$ cat config.mk
export PLATFORM = sky130hd
export DESIGN_NAME = fanin_8to1_collector
export DESIGN_NICKNAME = d
export VERILOG_FILES = /design/src/rtl/fanin_8to1_collector.sv
export SDC_FILE = /design/constraint.sdc
export NUM_CORES = 1
export LEC_CHECK = 0
export CORE_UTILIZATION = 56
export CTS_CLUSTER_DIAMETER = 60
export CTS_CLUSTER_SIZE = 40
export DETAILED_ROUTE_END_ITERATION = 10
export PLACE_DENSITY = 0.9
export RECOVER_POWER = 25
export SYNTH_ARGS = -nofsm -noshare
export SYNTH_HDL_FRONTEND = slang
export SYNTH_SLANG_ARGS = --single-unit
$ cat constraint.sdc
create_clock -name clk -period 8.1 [get_ports clk]
set_input_delay 2.43 -clock clk [delete_from_list [all_inputs] [get_ports clk]]
set_output_delay 2.43 -clock clk [all_outputs]
set_load 0.01 [all_outputs]
$ cat src/rtl/fanin_8to1_collector.sv
// fanin_8to1_collector: gathers single-cycle events from eight lanes into a round-robin arbitrated one-entry output stage
module fanin_8to1_collector #(
  parameter int DROP_W = 8
) (
  input  logic              clk,
  input  logic              rst_n,
  input  logic              a,
  input  logic              b,
  input  logic              c,
  input  logic              d,
  input  logic              e,
  input  logic              f,
  input  logic              g,
  input  logic              h,
  input  logic              out_ready,
  output logic              out_valid,
  output logic [2:0]        out_lane,
  output logic [7:0]        pend,
  output logic [DROP_W-1:0] drop_cnt,
  output logic              busy
);
  localparam logic [16:0] DROP_MAX = 17'((17'd1 << DROP_W) - 17'd1);
  logic [7:0]        w_ev;
  logic [7:0]        w_clr;
  logic [7:0]        w_drop;
  logic [7:0]        w_pend_nxt;
  logic [2:0]        w_win;
  logic [3:0]        w_ndrop;
  logic [16:0]       w_sum;
  logic [DROP_W-1:0] w_drop_nxt;
  logic              w_free;
  logic              w_load;
  logic [7:0]        r_pend;
  logic              r_valid;
  logic [2:0]        r_lane;
  logic [2:0]        r_ptr;
  logic [DROP_W-1:0] r_drop;
  assign w_ev   = {h, g, f, e, d, c, b, a};
  assign w_free = !r_valid || out_ready;
  assign w_load = w_free && |r_pend;
  // first pending lane at or after the pointer, wrapping; lower offsets overwrite higher ones
  always_comb begin
    w_win = r_ptr;
    for (int j = 7; j >= 0; j--)
      if (r_pend[r_ptr + 3'(j)]) w_win = r_ptr + 3'(j);
  end
  // a load frees its pending bit the same edge, so a coinciding event on that lane re-arms it without a drop
  assign w_clr      = w_load ? (8'd1 << w_win) : 8'd0;
  assign w_drop     = w_ev & r_pend & ~w_clr;
  assign w_pend_nxt = w_ev | (r_pend & ~w_clr);
  // number of lanes losing an event this edge
  always_comb begin
    w_ndrop = 4'd0;
    for (int i = 0; i < 8; i++) w_ndrop = w_ndrop + {3'd0, w_drop[i]};
  end
  // saturating accumulation, computed wide enough for any legal DROP_W
  assign w_sum      = 17'(r_drop) + 17'(w_ndrop);
  assign w_drop_nxt = DROP_W'(w_sum > DROP_MAX ? DROP_MAX : w_sum);
  // pending bitmap, output stage, round-robin pointer and drop counter
  always_ff @(posedge clk or negedge rst_n) begin
    if (!rst_n) begin
      r_pend  <= 8'd0;
      r_valid <= 1'b0;
      r_lane  <= 3'd0;
      r_ptr   <= 3'd0;
      r_drop  <= '0;
    end else begin
      r_pend <= w_pend_nxt;
      r_drop <= w_drop_nxt;
      if (w_free) r_valid <= |r_pend;
      if (w_load) begin
        r_lane <= w_win;
        r_ptr  <= w_win + 3'd1;
      end
    end
  end
  assign out_valid = r_valid;
  assign out_lane  = r_lane;
  assign pend      = r_pend;
  assign drop_cnt  = r_drop;
  assign busy      = r_valid || |r_pend;
endmodule

## Word-level counts from Yosys, hierarchy flattened

Index checks and enable logic that the tools add are counted.

- Input bits: 11
- Register bits after elaboration: 23
- Output and inout bits: 21
- Word-level logic and storage cells: 67

- Add/subtract/negate cells: 16
- Bitwise gates (word level): 5
- Shifts and indexed selects: 1
- Order comparisons: 9
- Mux-type cells: 26
- Reduce and logical (&&, ||, !) cells: 5

Operators with widths:

| cell | number |
|---|---|
| $lt A3 B4 Y1 const B | 8 |
| $and A8 B8 Y8 | 3 |
| $bmux W1 S3 | 8 |
| $mux W3 | 8 |
| $add A4 B1 Y4 | 4 |
| $mux W8 | 2 |
| $add A3 B3 Y3 const B | 4 |
| $add A8 B4 Y9 | 1 |
| $gt A9 B8 Y1 const B | 1 |
| $mux W1 | 8 |
| $not A8 Y8 | 1 |
| $or A8 B8 Y8 | 1 |
| $reduce_or A8 Y1 | 1 |
| $shl A1 B3 Y8 const A | 1 |
| $add A3 B1 Y3 const B | 2 |
| $add A3 B2 Y3 const B | 2 |
| $add A3 B1 Y4 | 1 |
| $add A2 B1 Y3 | 1 |
| $add A1 B1 Y2 | 1 |
| $logic_or A1 B1 Y1 | 2 |
| $logic_and A1 B1 Y1 | 1 |
| $logic_not A1 Y1 | 1 |

## Logic depth before layout (Yosys ltp)

Gate-level depths: netlist (run 1).

- Word-level depth: 25
- Depth in mapped cells: 27
- Mapped depth without buffers: 24

## Least setup slack after synthesis (run 1)

Ideal clock, no wire load.

- Kind: in2reg
- Start point: input out_ready
- End point: register r_drop[6], in the netlist drop_cnt[6]
- Path buffers: 1
- Required time: 7976 ps
- Arrival: 6076 ps
- Path slack: 1899 ps
- Setup time: 124 ps
- Stages: 18
- Cells stage by stage: nand2b_1 -> and2_0 -> clkbuf_1 -> a31oi_1 -> fa_1 -> inv_1 -> fa_1 -> inv_1 -> fa_1 -> fa_1 -> inv_1 -> fa_1 -> nor2b_1 -> o21ai_0 -> nand2b_1 -> nand3_1 -> nor3_1 -> a21oi_1

- Cells in the longest elaborated chain, start to end: 15

RTL lines:

| what | line | RTL |
|---|---|---|
| start, declared | 15 | `input logic out_ready,` |
| $logic_or A1 B1 Y1 * | 39 | `assign w_free = !r_valid \|\| out_ready;` |
| $logic_and A1 B1 Y1 * | 40 | `assign w_load = w_free && \|r_pend;` |
| $mux W8 * | 48 | `assign w_clr = w_load ? (8'd1 << w_win) : 8'd0;` |
| $not A8 Y8 * | 49 | `assign w_drop = w_ev & r_pend & ~w_clr;` |
| $and A8 B8 Y8 * | 49 |  |
| $add A1 B1 Y2 | 54 | `for (int i = 0; i < 8; i++) w_ndrop = w_ndrop + {3'd0, w_drop[i]};` |
| $add A2 B1 Y3 | 54 |  |
| $add A3 B1 Y4 | 54 |  |
| $add A4 B1 Y4 (3 in series) | 54 |  |
| $add A4 B1 Y4 * | 54 |  |
| $add A8 B4 Y9 * | 57 | `assign w_sum = 17'(r_drop) + 17'(w_ndrop);` |
| $gt A9 B8 Y1 | 58 | `assign w_drop_nxt = DROP_W'(w_sum > DROP_MAX ? DROP_MAX : w_sum);` |
| $mux W8 * | 58 |  |
| named net w_drop_nxt[6] | 30 | `logic [DROP_W-1:0] w_drop_nxt;` |
| end signal, assigned | 69 | `r_drop <= w_drop_nxt;` |
| end, declared | 37 | `logic [DROP_W-1:0] r_drop;` |

The timed path passes the listed nets; every way through them passes the cells marked *.
A chain may end at the register's enable or synchronous reset.

## Worst setup path after layout (run 1)

- Start point: register r_ptr[1]
- End point: register r_drop[0], in the netlist drop_cnt[0]

- Cells in the longest elaborated chain, start to end: 25
- Elaborated cells between the ends (all ways): 45
- Those cells by class: add/sub: 15; order compare: 1; shift: 1; mux: 26; bitwise: 2

RTL lines:

| what | line | RTL |
|---|---|---|
| start, declared | 36 | `logic [2:0] r_ptr;` |
| start signal, assigned | 73 | `r_ptr <= w_win + 3'd1;` |
| $add A3 B3 Y3 | 45 | `if (r_pend[r_ptr + 3'(j)]) w_win = r_ptr + 3'(j);` |
| $bmux W1 S3 | 45 |  |
| $mux W1 (implied by the code) | 45 |  |
| $mux W3 (7 in series) | 45 |  |
| $mux W3 * | 45 |  |
| $shl A1 B3 Y8 * | 48 |  |
| $mux W8 * | 48 |  |
| $not A8 Y8 * | 49 |  |
| (+2 left out) | - |  |
| $add A2 B1 Y3 | 54 |  |
| $add A3 B1 Y4 | 54 |  |
| $add A4 B1 Y4 (3 in series) | 54 |  |
| $add A4 B1 Y4 * | 54 |  |
| $add A8 B4 Y9 * | 57 |  |
| $gt A9 B8 Y1 | 58 |  |
| $mux W8 * | 58 |  |
| named net w_drop_nxt[0] | 30 |  |

The timed path passes the listed nets; every way through them passes the cells marked *. The select of a mux whose other input is x is not followed.

==> results.txt, run 1 <==
- The flow ran to the end, and the final reports show no timing, DRC or antenna violations.
- Average instance area after synthesis: 9.11 sq um
- In this run the clock root is driven by a sky130_fd_sc_hd__clkbuf_8.
- Crit-path max FO: 19
- Fill cells in the final layout number 310.
* Timing endpoint of the critical path: drop_cnt[0]
* Area contributors post-synth: sky130_fd_sc_hd__dfrtp_1, sky130_fd_sc_hd__mux4_2, sky130_fd_sc_hd__ha_1
- Total cell area at the placement stage: 2650 sq um
- Transition time at the pin with the least slew margin: 1060 ps
- Via count: 2138
* Origin of the critical flop-to-flop path: r_ptr[1]
- Required time of the critical path: 8300 ps
* Total area of multi-input combinational cells: 1610 sq um
- The via count of the first global-routing pass is 2073.
- In this run the core area contains 23 standard-cell rows.
* Warning count from the yosys run: 0
- Based on the critical path, the design can be clocked at up to 143 MHz.
- After detailed routing, the total wire length is 5710 um.
- Between clock sinks in the finished design, the worst skew comes to 2.74 ps.
- The worst register-to-register path has a setup slack of 1120 ps.
- Antenna Cells: 0
- In the synthesized netlist, the cells that appear most often are sky130_fd_sc_hd__nand2_1, sky130_fd_sc_hd__dfrtp_1, sky130_fd_sc_hd__ha_1.
* Area of the placeable core: 4000 sq um
- After synthesis, the largest area contributor takes up 24.7% of total cell area.
* Fin. Hold Viols: 0
- Area delta synth->final: 15.3%
- Counting flops with a built-in enable in the synthesized netlist gives 0.
* Aggregate negative setup slack: 0 ps
* Global-route usage over all layers: 28.6%
- The synthesized netlist occupies a cell area of 2330 sq um.
* Worst setup path startpoint: r_ptr[1]
- Once layout is done, the placed cells without fillers occupy 2690 sq um.
* Relative slew slack: 28.9%
* Main flop type after synthesis: sky130_fd_sc_hd__dfrtp_1
- Fraction of registers with async set/reset: 100%
- Timing analysis after detailed placement gives a worst setup slack of 1220 ps.
- The first routing iteration left 253 violations.
* Register Area: 576 sq um
* Max-cap viol count: 0
* Number of H-tree levels: 1
- For this design the static power due to leakage is 0.00106 uW.
* Setup Buffers After CTS: 0
* Total count of max-transition violations in the final report: 0
- Setup repair after global routing left no endpoint under its margin.
- PwrDens: 497 nW/um^2
- Tcrit/Tclk final: 86.2%
* Largest net degree at the start of global routing: 27
* Ports: 32
- Reg-to-Reg End: drop_cnt[0]
* Drt first pass iters: 5
- Resize count post-CTS: 0
- Routability-driven placement finished with a final weighted congestion of 0.901.
- Cell taking the most area after synthesis: sky130_fd_sc_hd__dfrtp_1
- Measured in cells, the most critical reg-to-reg path has a length of 24.
- Once detailed placement completed, the half-perimeter wirelength came to 4180 um.
- The worst hold path was traced through 2 stages.
- Chip Width: 66.5 um
- Wire length of the first global-routing pass: 9580 um
* Startpoint class of the critical path: flop
- The clock passes through at most 2 buffers.
* Gate count after technology mapping: 256
- Sequential cell area fraction in the yosys report: 24.7%
* Register bit count reported by yosys: 23
- After global routing, the most crowded layer is met2.
* Initial antenna violation count: 0
- Post-synth net total: 286
* DR vias/cell: 6.50
- Nature of the critical path endpoint: flop
- Global routing consumed, on the met2 layer, 50.1% of the routing resources.
* Effective utilization at floorplan: 58.3%
* GR met3 Demand/Resource: 1.88%
* Leading cell type by number of instances after synthesis: sky130_fd_sc_hd__nand2_1
* Post-DR wirelength/cell: 17.3 um
- In this run, CTS created clock tree buffers numbering 3.
- TritonCTS built the clock tree.
* Die Ht: 66.5 um
- Met1 GRT Util: 36.7%
- Data arrival time of the critical path: 7180 ps
- Unique cell type count in the Yosys netlist: 58
- Post-layout minimum cycle time: 6980 ps
- Across the VDD grid, the largest voltage drop is 0.409 mV.
- Crit Path Category: flop to flop
- After global routing the overflow that remains totals 0.
* Number of setup violations in the final report: 0
- The count of nets left with antenna violations once routing finished came out at 0.
* Total Nets Final: 310
- Total clock sinks: 23
* Clock-pin slew on the worst setup and hold paths: 90 ps
* Die outline area: 4430 sq um
- Cells with a size suffix above 1 make up 12.5% of the layout.
- Hold Buf Count CTS: 0
- Clock Latency Late Sink: 270 ps
- Across all setup checks in the final design, the least slack found is 1120 ps.
- The worst hold path belongs to the class flop to flop.
* DRC: 0
* Count of input and output buffers: 31
## per-layer routing
metal  vias to the layer above  routed length (um)
li1                        985                   -
met1                      1016                2310
met2                       120                2840
met3                        17                 434
met4                         0                 119
met5                         -                   0
## layout make-up
| cell class | count | area share, % |
|---|---|---|
| multi-input combinational | 202 | 60.0 |
| tap | 50 | 2.33 |
| timing repair buffer | 34 | 12.2 |
| clock inverter | 1 | 0.186 |
| inverter | 16 | 2.28 |
| clock buffer | 3 | 1.54 |
| sequential | 23 | 21.4 |
## where the power goes
part	internal (uW)	total, uW	switching (uW)
combinational	467	1020	552
sequential	170	244	74.0
clock	34.4	73.5	39.1
total	672	1340	666
## cells in the final DEF, fill, tap and decap left out, drive strengths merged, types with 7 or more instances in the layout
cell type      count
a21oi             11
clkdlybuf4s50     29
dfrtp             23
ha                14
inv               14
mux2               8
mux2i             10
mux4               8
nand2             25
nand2b             8
nor2              10
nor3               7
o21ai             13
or2                9
## metrics by stage
stage                     hold WS [ps]  total power, uW  util [%]  instances
after detailed placement           485             1240      66.2        325
after floorplan                    523              991         -        256
final                              489             1340      67.2        329
after global routing               524             1470      67.2        329
after global placement             475             1200      66.2        325
after CTS                          504             1330      67.3        329
## worst max-delay path, stage by stage, from the launching register on
cell	delay, ps
sky130_fd_sc_hd__dfrtp_1	330
sky130_fd_sc_hd__buf_4	220
sky130_fd_sc_hd__clkinv_1	250
sky130_fd_sc_hd__ha_1	650
sky130_fd_sc_hd__mux4_2	570
sky130_fd_sc_hd__mux2i_1	360
sky130_fd_sc_hd__nor4_1	110
sky130_fd_sc_hd__a311o_1	360
sky130_fd_sc_hd__and2_1	190
sky130_fd_sc_hd__a221oi_1	330
sky130_fd_sc_hd__ha_1	230
sky130_fd_sc_hd__a31oi_1	110
sky130_fd_sc_hd__fa_1	540
sky130_fd_sc_hd__inv_1	60
sky130_fd_sc_hd__fa_1	530
sky130_fd_sc_hd__inv_1	60
sky130_fd_sc_hd__fa_1	560
sky130_fd_sc_hd__fa_1	200
sky130_fd_sc_hd__inv_1	60
sky130_fd_sc_hd__fa_1	370
sky130_fd_sc_hd__nor2b_1	150
sky130_fd_sc_hd__o21ai_0	90
sky130_fd_sc_hd__nand2b_1	150
sky130_fd_sc_hd__nand3_1	250
sky130_fd_sc_hd__nand2b_1	170
## flip-flops by register name, indices dropped and copies added, names as in the netlist
register / cells
drop_cnt: 8
out_lane: 3
out_valid: 1
pend: 8
r_ptr: 3
## worst min-delay path by stage
stage	start	endpoint	slack (ps)
global route	out_lane[2]	out_lane[2]	520
floorplan	out_lane[2]	out_lane[2]	520
finish	out_lane[2]	out_lane[2]	490
detailed placement	out_lane[2]	out_lane[2]	480
CTS	out_lane[2]	out_lane[2]	500
global placement	out_lane[2]	out_lane[2]	470
## cells by family (layout without fill, tap and decap cells)
family          after synthesis  in the layout  synth area share, %
compound gates               66             66                 20.6
buf+inv                      31             54                 6.12
mux                          26             26                 15.9
fa+ha+maj                    19             19                 11.8
flops                        23             23                 24.7
xor+xnor                      5              5                 1.88
simple gates                 86             86                 19.0
Power figures use the tool's default switching activity.
==> inputs of run 2 (changes only) <==
--- a/config.mk
+++ b/config.mk
@@ -5,11 +5,13 @@
 export SDC_FILE = /design/constraint.sdc
 export NUM_CORES = 1
 export LEC_CHECK = 0
-export CORE_UTILIZATION = 56
+export CELL_PAD_IN_SITES_DETAIL_PLACEMENT = 0
+export CELL_PAD_IN_SITES_GLOBAL_PLACEMENT = 1
+export CORE_UTILIZATION = 42
 export CTS_CLUSTER_DIAMETER = 60
 export CTS_CLUSTER_SIZE = 40
 export DETAILED_ROUTE_END_ITERATION = 10
-export PLACE_DENSITY = 0.9
+export PLACE_DENSITY = 0.89
 export RECOVER_POWER = 25
 export SYNTH_ARGS = -nofsm -noshare
 export SYNTH_HDL_FRONTEND = slang
==> run 2 against run 1 <==
Net effect:
- power shrank 1.2%
- cell area increased by 0.88%
- sequential power barely moved
- clock-buffer cell count unchanged
- clock skew grew 7.8 ps
- sequential share of layout area fell by 0.19 points
- first-iteration DRC count decreased by 39%
- wire length is 0.39% lower
- register-to-register slack better by 230 ps
- sequential cell count unchanged
- critical path depth fell by 7
- largest power group unchanged
==> results.txt, run 2 (synthesis results as in run 1) <==
- Setup Buffers After CTS: 0
- Layout cell share with drive strength beyond 1: 12.6%
- Effective utilization at floorplan: 44.5%
* Largest net degree at the start of global routing: 27
- Summing all placed instances gives a cell area of 2660 sq um.
* Hold worst-path end: out_lane[2]
- TritonCTS Buffers: 3
- Total clock sinks: 23
* Data arrival time of the critical path: 7010 ps
* Area of the placeable core: 5240 sq um
* Aggregate negative setup slack: 0 ps
- Drt first-iter violations: 154
* Number of global-route vias before repair: 2020
* Routed WL: 5690 um
- Most common library cell in the layout ignoring fill and taps: sky130_fd_sc_hd__clkdlybuf4s50_1
* Ports: 32
* R2r setup slk: 1350 ps
- Worst R2R Path Depth: 23
- In this run the horizontal extent of the chip is 76.5 um.
* Leakage power figure: 0.00105 uW
* DR vias/cell: 5.94
* Transition time at the pin with the least slew margin: 1080 ps
- The worst setup path is launched from a primary input.
* TritonCTS clock tree: built
- The floorplan step set the die height to 76.5 um.
* DRC: 0
* Type of the worst min-delay path: flop to flop
- Setup violations remaining at the end of the flow were counted as 0.
* Area delta synth->final: 16.3%
* Hold wc startpoint: out_lane[2]
* HPWL reported at the end of detailed placement: 4380 um
- Wire length of the first global-routing pass: 9740 um
* Filler Cells Inserted: 498
* Drt first pass iters: 4
- PwrDens: 487 nW/um^2
- Tcrit/Tclk final: 84.7%
* Hold Buf Count CTS: 0
- Reg-to-Reg End: drop_cnt[2]
- On the final layout, the worst clock skew is 10.5 ps.
* Post-route standard cell area excluding fillers: 2710 sq um
- IR analysis of the VDD net gives a maximum drop of 0.339 mV.
* Count of input and output buffers: 31
* Total Nets Final: 309
- Via count: 2067
- Total count of max-transition violations in the final report: 0
- Based on the critical path, the design can be clocked at up to 146 MHz.
- Die outline area: 5860 sq um
- Number of H-tree levels: 1
- At the placement stage, the worst setup path has a slack of 1050 ps.
- For the worst setup path, the data required time is 8250 ps.
- The congestion estimate from routability-driven global placement came to 0.814.
* Cell Rows: 26
- After clock tree synthesis, the clock-pin slew on the worst setup and hold paths is 90 ps.
* Cell count of the worst hold path: 2
- Crit Path Category: primary input to flop
* Nature of the critical path endpoint: flop
* Crit-path max FO: 14
* Fin. Hold Viols: 0
- Global routing used 20.4% of the available tracks across all layers.
- Resize count post-CTS: 0
- Unrepaired setup endpoints after global routing: no
- The flow ran to the end, and the final reports show no timing, DRC or antenna violations.
- Remaining global-route overflow: 0
- The smallest clock period supported by the final layout is computed as 6860 ps.
- Measured against its own limit, the worst slew margin works out to 27.8%.
- After layout, the worst setup slack is 1240 ps.
- The library cells used most frequently in the layout, excluding fill and tap cells, are sky130_fd_sc_hd__clkdlybuf4s50_1, sky130_fd_sc_hd__nand2_1, sky130_fd_sc_hd__dfrtp_1.
* Origin of the critical flop-to-flop path: r_ptr[1]
* Post-DR wirelength/cell: 16.3 um
- Max-cap viol count: 0
* Buffer levels on the longest clock path: 2
- Antenna Cells: 0
* Clock root buffer: sky130_fd_sc_hd__clkbuf_8
- For the worst-skew pair, the clock arrives at the later sink with an insertion delay of 270 ps.
* Number of routed nets with antenna violations: 0
- The number of antenna violations at the first check in global routing was 0.
## run 2: changes by cell type in the layout (fill, tap and decap cells not counted)
cell,previous run,this run
sky130_fd_sc_hd__clkinvlp_4,0,1
sky130_fd_sc_hd__clkbuf_1,1,0
sky130_fd_sc_hd__clkinv_2,2,1
## run 2: final cells by class
cell class | count | area, sq um | share of cell area [%]
Timing Repair Buffer | 33 | 325 | 12.0
Sequential cell | 23 | 576 | 21.2
Tap cell | 70 | 87.6 | 3.23
Multi-Input combinational cell | 202 | 1610 | 59.5
Clock buffer | 3 | 41.3 | 1.52
Inverter | 16 | 61.3 | 2.26
Clock inverter | 1 | 7.51 | 0.277
## run 2: per-layer routing
layer	up-vias	GRT usage [%]	part of all wire, %
met3	9	1.56	3.4
li1	986	-	-
met4	0	8.27	1.9
met2	59	34.0	49
met1	1013	27.3	46
met5	-	0	0
## run 2: worst max path at each step
stage	from	cells after the start	slack [ps]	endpoint
after floorplan	out_ready	18	1900	drop_cnt[6]
after global placement	out_ready	17	1160	drop_cnt[2]
after detailed placement	out_ready	17	1050	drop_cnt[2]
after CTS	out_ready	17	1320	drop_cnt[2]
after global routing	r_ptr[1]	23	840	drop_cnt[2]
final	out_ready	17	1240	drop_cnt[2]
## run 2: report_power, final
group | switching, uW | internal, uW | total [uW] | leakage (uW)
sequential | 74.7 | 170 | 245 | 0.000244
combinational | 535 | 467 | 1000 | 0.000786
clock | 39.3 | 34.8 | 74.1 | 0.0000217
## run 2: metrics by stage
step | utilization (%) | hold slack [ps] | total power [uW] | std cells
2_1_floorplan | - | 523 | 991 | 256
3_3_place_gp | 50.9 | 479 | 1220 | 344
3_5_place_dp | 50.9 | 503 | 1250 | 344
4_1_cts | 51.8 | 525 | 1330 | 348
5_1_grt | 51.8 | 559 | 1470 | 348
6_report | 51.8 | 508 | 1320 | 348
## run 2: critical path: stages
cell                            delay [ps]
sky130_fd_sc_hd__dlygate4sd3_1         530
sky130_fd_sc_hd__nand2b_1              140
sky130_fd_sc_hd__and2_0                580
sky130_fd_sc_hd__a31oi_1               220
sky130_fd_sc_hd__fa_1                  530
sky130_fd_sc_hd__inv_1                  50
sky130_fd_sc_hd__fa_1                  530
sky130_fd_sc_hd__inv_1                  50
sky130_fd_sc_hd__fa_1                  500
sky130_fd_sc_hd__fa_1                  460
sky130_fd_sc_hd__inv_1                  90
sky130_fd_sc_hd__fa_1                  200
sky130_fd_sc_hd__nor2b_1                60
sky130_fd_sc_hd__o21ai_0               140
sky130_fd_sc_hd__nand2b_1              140
sky130_fd_sc_hd__nand3_1               240
sky130_fd_sc_hd__o21ai_0               120
==> inputs of run 3 (changes only) <==
--- a/config.mk
+++ b/config.mk
@@ -7,11 +7,11 @@
 export LEC_CHECK = 0
 export CELL_PAD_IN_SITES_DETAIL_PLACEMENT = 0
 export CELL_PAD_IN_SITES_GLOBAL_PLACEMENT = 1
-export CORE_UTILIZATION = 42
+export CORE_UTILIZATION = 38
 export CTS_CLUSTER_DIAMETER = 60
 export CTS_CLUSTER_SIZE = 40
 export DETAILED_ROUTE_END_ITERATION = 10
-export PLACE_DENSITY = 0.89
+export PLACE_DENSITY = 0.85
 export RECOVER_POWER = 25
 export SYNTH_ARGS = -nofsm -noshare
 export SYNTH_HDL_FRONTEND = slang
==> constraint.sdc (replaced) <==
create_clock -name clk -period 5.8 [get_ports clk]
set_input_delay 1.74 -clock clk [delete_from_list [all_inputs] [get_ports clk]]
set_output_delay 1.74 -clock clk [all_outputs]
set_load 0.01 [all_outputs]
==> run 3 against run 2 <==
Net effect:
- the run now ends with setup timing left
- worst setup slack lost 1300 ps
- first-iteration DRC count up 30%
- sequential share of layout area shrank 2.3 points
- cell count rose by 9.8%
- worst hold slack got worse by 1.1 ps
- core utilization shrank 0.27 points
- critical path depth up 7
- clock-buffer cell count grew 1
- critical path type is now flop to flop
- critical endpoint is now drop_cnt[7]
==> results.txt, run 3 (synthesis results as in run 1) <==
- The run finished, with violations left.
- The final reports fail on setup timing.
- On the final layout, the worst clock skew is 4.69 ps.
* DRC: 0
- Via count: 2117
- Before antenna repair, the detailed router went through 4 iterations.
* Cell count of the worst hold path: 2
- WP depth: 24
- Type of the worst min-delay path: flop to flop
* Clock Latency Late Sink: 260 ps
- Unrepaired setup endpoints after global routing: yes
- The die is 80.3 um wide.
* Tcrit/Tclk final: 100%
* Commonest non-fill, non-tap cells in the layout: sky130_fd_sc_hd__clkdlybuf4s50_1, sky130_fd_sc_hd__buf_4, sky130_fd_sc_hd__nand2_1
- Least setup slack across all paths after layout: -11.1 ps
* Critical Path, Cell by Cell: inv_2 > ha_4 > mux4_2 > mux2_4 > o32a_1 > a21oi_2 > nor3_4 > a221oi_2 > ha_2 > a31oi_4 > fa_1 > inv_2 > fa_1 > inv_1 > fa_1 > fa_2 > inv_2 > fa_2 > nor2b_2 > o21ai_1 > nand2b_1 > buf_4 > nor3_4 > a21oi_2
- Worst R2R Path Depth: 24
* Wire length on met2: 2850 um
* TritonCTS clock tree: built
- For the pin with the worst max-slew slack, the measured transition is 1060 ps.
- Detailed placement ended at an HPWL of 4570 um.
* Clock-pin slew on the worst setup and hold paths: 80 ps
- The final layout contains routed wiring with a total length of 6030 um.
- Buffer and inverter count on the worst path: 5
* Ports: 32
- The initial utilization of the core area, before any placement, comes to 39.4%.
- Area of the placeable core: 5920 sq um
- DR vias/cell: 5.54
- Subtracting the final worst setup slack from the clock period gives 5810 ps.
- The first routing iteration left 200 violations.
- Initial antenna violation count: 0
* Required time of the critical path: 5950 ps
- Clock tree synthesis inserted a total of 3 buffers.
- The net count of the finished layout is 338.
- No sink is reached through more buffers than the 2 on the longest clock path.
- In this run the top signal layer used is met4.
- Slowest cell on the critical path: sky130_fd_sc_hd__mux4_2
- Measured along the y axis, the die boundary spans 80.3 um.
- Die outline area: 6450 sq um
- Prior to clock tree synthesis, the placed netlist has a worst setup slack of -77.7 ps.
- Of the cells placed in the final design, the portion with a size suffix greater than 1 is 27.0%.
- The worst setup path is launched from a flop.
- Nature of the critical path endpoint: flop
- Largest net degree at the start of global routing: 24
- Global-route usage over all layers: 19.8%
- Cell family with the largest share of critical-path delay: adder cells
- Compared with the post-synthesis result, the final layout area differs by 30.8%.
- By startpoint and endpoint, the worst setup path is classified as flop to flop.
- The worst pin sits at a relative slew slack of 29.2%.
- The detailed router put a total of 2960 um of wire on met1.
- Antenna Cells: 0
- Number of global-route vias before repair: 2024
* Fin. Hold Viols: 0
- Remaining global-route overflow: 0
- The first global-routing pass estimated 9940 um of wire.
* Count of input and output buffers: 31
- Adding up every negative setup slack in the final design gives -11.1 ps.
- The initialized floorplan defines 28 standard-cell rows.
* Final estimated routing congestion in global placement: 0.836
- Number of H-tree levels: 1
- On the worst path, the slowest cell contributes a delay of 550 ps.
- Along the worst path, the maximum fanout reaches 4.
- Hold repair after CTS inserted 0 buffers.
- The max-slew violation total from the final report came to 0.
- Setup violations remaining at the end of the flow were counted as 1.
* Clock root buffer: sky130_fd_sc_hd__clkbuf_8
- The tool flagged a number of max-cap violations equal to 0.
* Number of routed nets with antenna violations: 0
* Data arrival time of the critical path: 5960 ps
* Total clock sinks: 23
- In the detailed route, the total length drawn on met3 is 141 um.
- Post-DR wirelength/cell: 15.8 um
- Achievable frequency: 172 MHz
## run 3: changes by cell type in the layout (fill, tap and decap cells not counted), moves of 3 or more
cell	before	now
sky130_fd_sc_hd__nor3_1	7	4
sky130_fd_sc_hd__inv_1	13	10
sky130_fd_sc_hd__o21ai_0	13	9
sky130_fd_sc_hd__o21ai_1	0	4
sky130_fd_sc_hd__inv_2	1	4
sky130_fd_sc_hd__buf_4	2	29
## run 3: per-layer routing
layer / up-vias / GRT usage (%)
li1: 1045 / -
met1: 1030 / 28.2
met2: 36 / 31.7
met3: 6 / 2.27
met4: 0 / 4.64
met5: - / 0
## run 3: final timing paths
check                              end  slack [ps]         from
setup / recovery           drop_cnt[7]         -10     r_ptr[0]
hold / removal             out_lane[2]         510  out_lane[2]
setup reg to reg           drop_cnt[7]         -10     r_ptr[0]
hold reg to reg            out_lane[2]         510  out_lane[2]
max in group asynchronous     r_ptr[1]        3050        rst_n
min in group asynchronous  drop_cnt[6]        2110        rst_n
## run 3: timing repair
item	CTS	global route
gates resized for setup	4	17
hold endpoints to repair	0	0
setup buffers	1	3
pin swaps	3	7
endpoints found under the setup margin	2	8
## run 3: area by class of cell
class / instances / area (sq um)
fill: 543 / 2870
multi-input combinational: 202 / 1720
sequential: 23 / 576
timing repair buffer: 62 / 551
tap: 75 / 93.8
inverter: 16 / 62.6
clock buffer: 4 / 45.0
## run 3: through the flow
step | hold slack, ps | std cells | instance area (sq um) | utilization (%)
after floorplan | 523 | 256 | 2380 | -
after global placement | 468 | 374 | 2900 | 49.0
after detailed placement | 488 | 374 | 2900 | 49.0
after CTS | 507 | 379 | 2970 | 50.2
after global routing | 570 | 382 | 3050 | 51.5
final | 506 | 382 | 3050 | 51.5
## run 3: worst register-to-register path, stage by stage (launching register included)
cell and delay [ps]:
sky130_fd_sc_hd__dfrtp_1 380, sky130_fd_sc_hd__inv_2 70, sky130_fd_sc_hd__ha_4 290, sky130_fd_sc_hd__mux4_2 550
sky130_fd_sc_hd__mux2_4 310, sky130_fd_sc_hd__o32a_1 170, sky130_fd_sc_hd__a21oi_2 190, sky130_fd_sc_hd__nor3_4 60
sky130_fd_sc_hd__a221oi_2 280, sky130_fd_sc_hd__ha_2 270, sky130_fd_sc_hd__a31oi_4 90, sky130_fd_sc_hd__fa_1 530
sky130_fd_sc_hd__inv_2 40, sky130_fd_sc_hd__fa_1 520, sky130_fd_sc_hd__inv_1 50, sky130_fd_sc_hd__fa_1 510
sky130_fd_sc_hd__fa_2 410, sky130_fd_sc_hd__inv_2 60, sky130_fd_sc_hd__fa_2 190, sky130_fd_sc_hd__nor2b_2 50
sky130_fd_sc_hd__o21ai_1 140, sky130_fd_sc_hd__nand2b_1 150, sky130_fd_sc_hd__buf_4 180, sky130_fd_sc_hd__nor3_4 150
sky130_fd_sc_hd__a21oi_2 40
Power of run 3 is not shown: default switching activity piles up to over one toggle a cycle in this logic, so the estimate is an artifact.
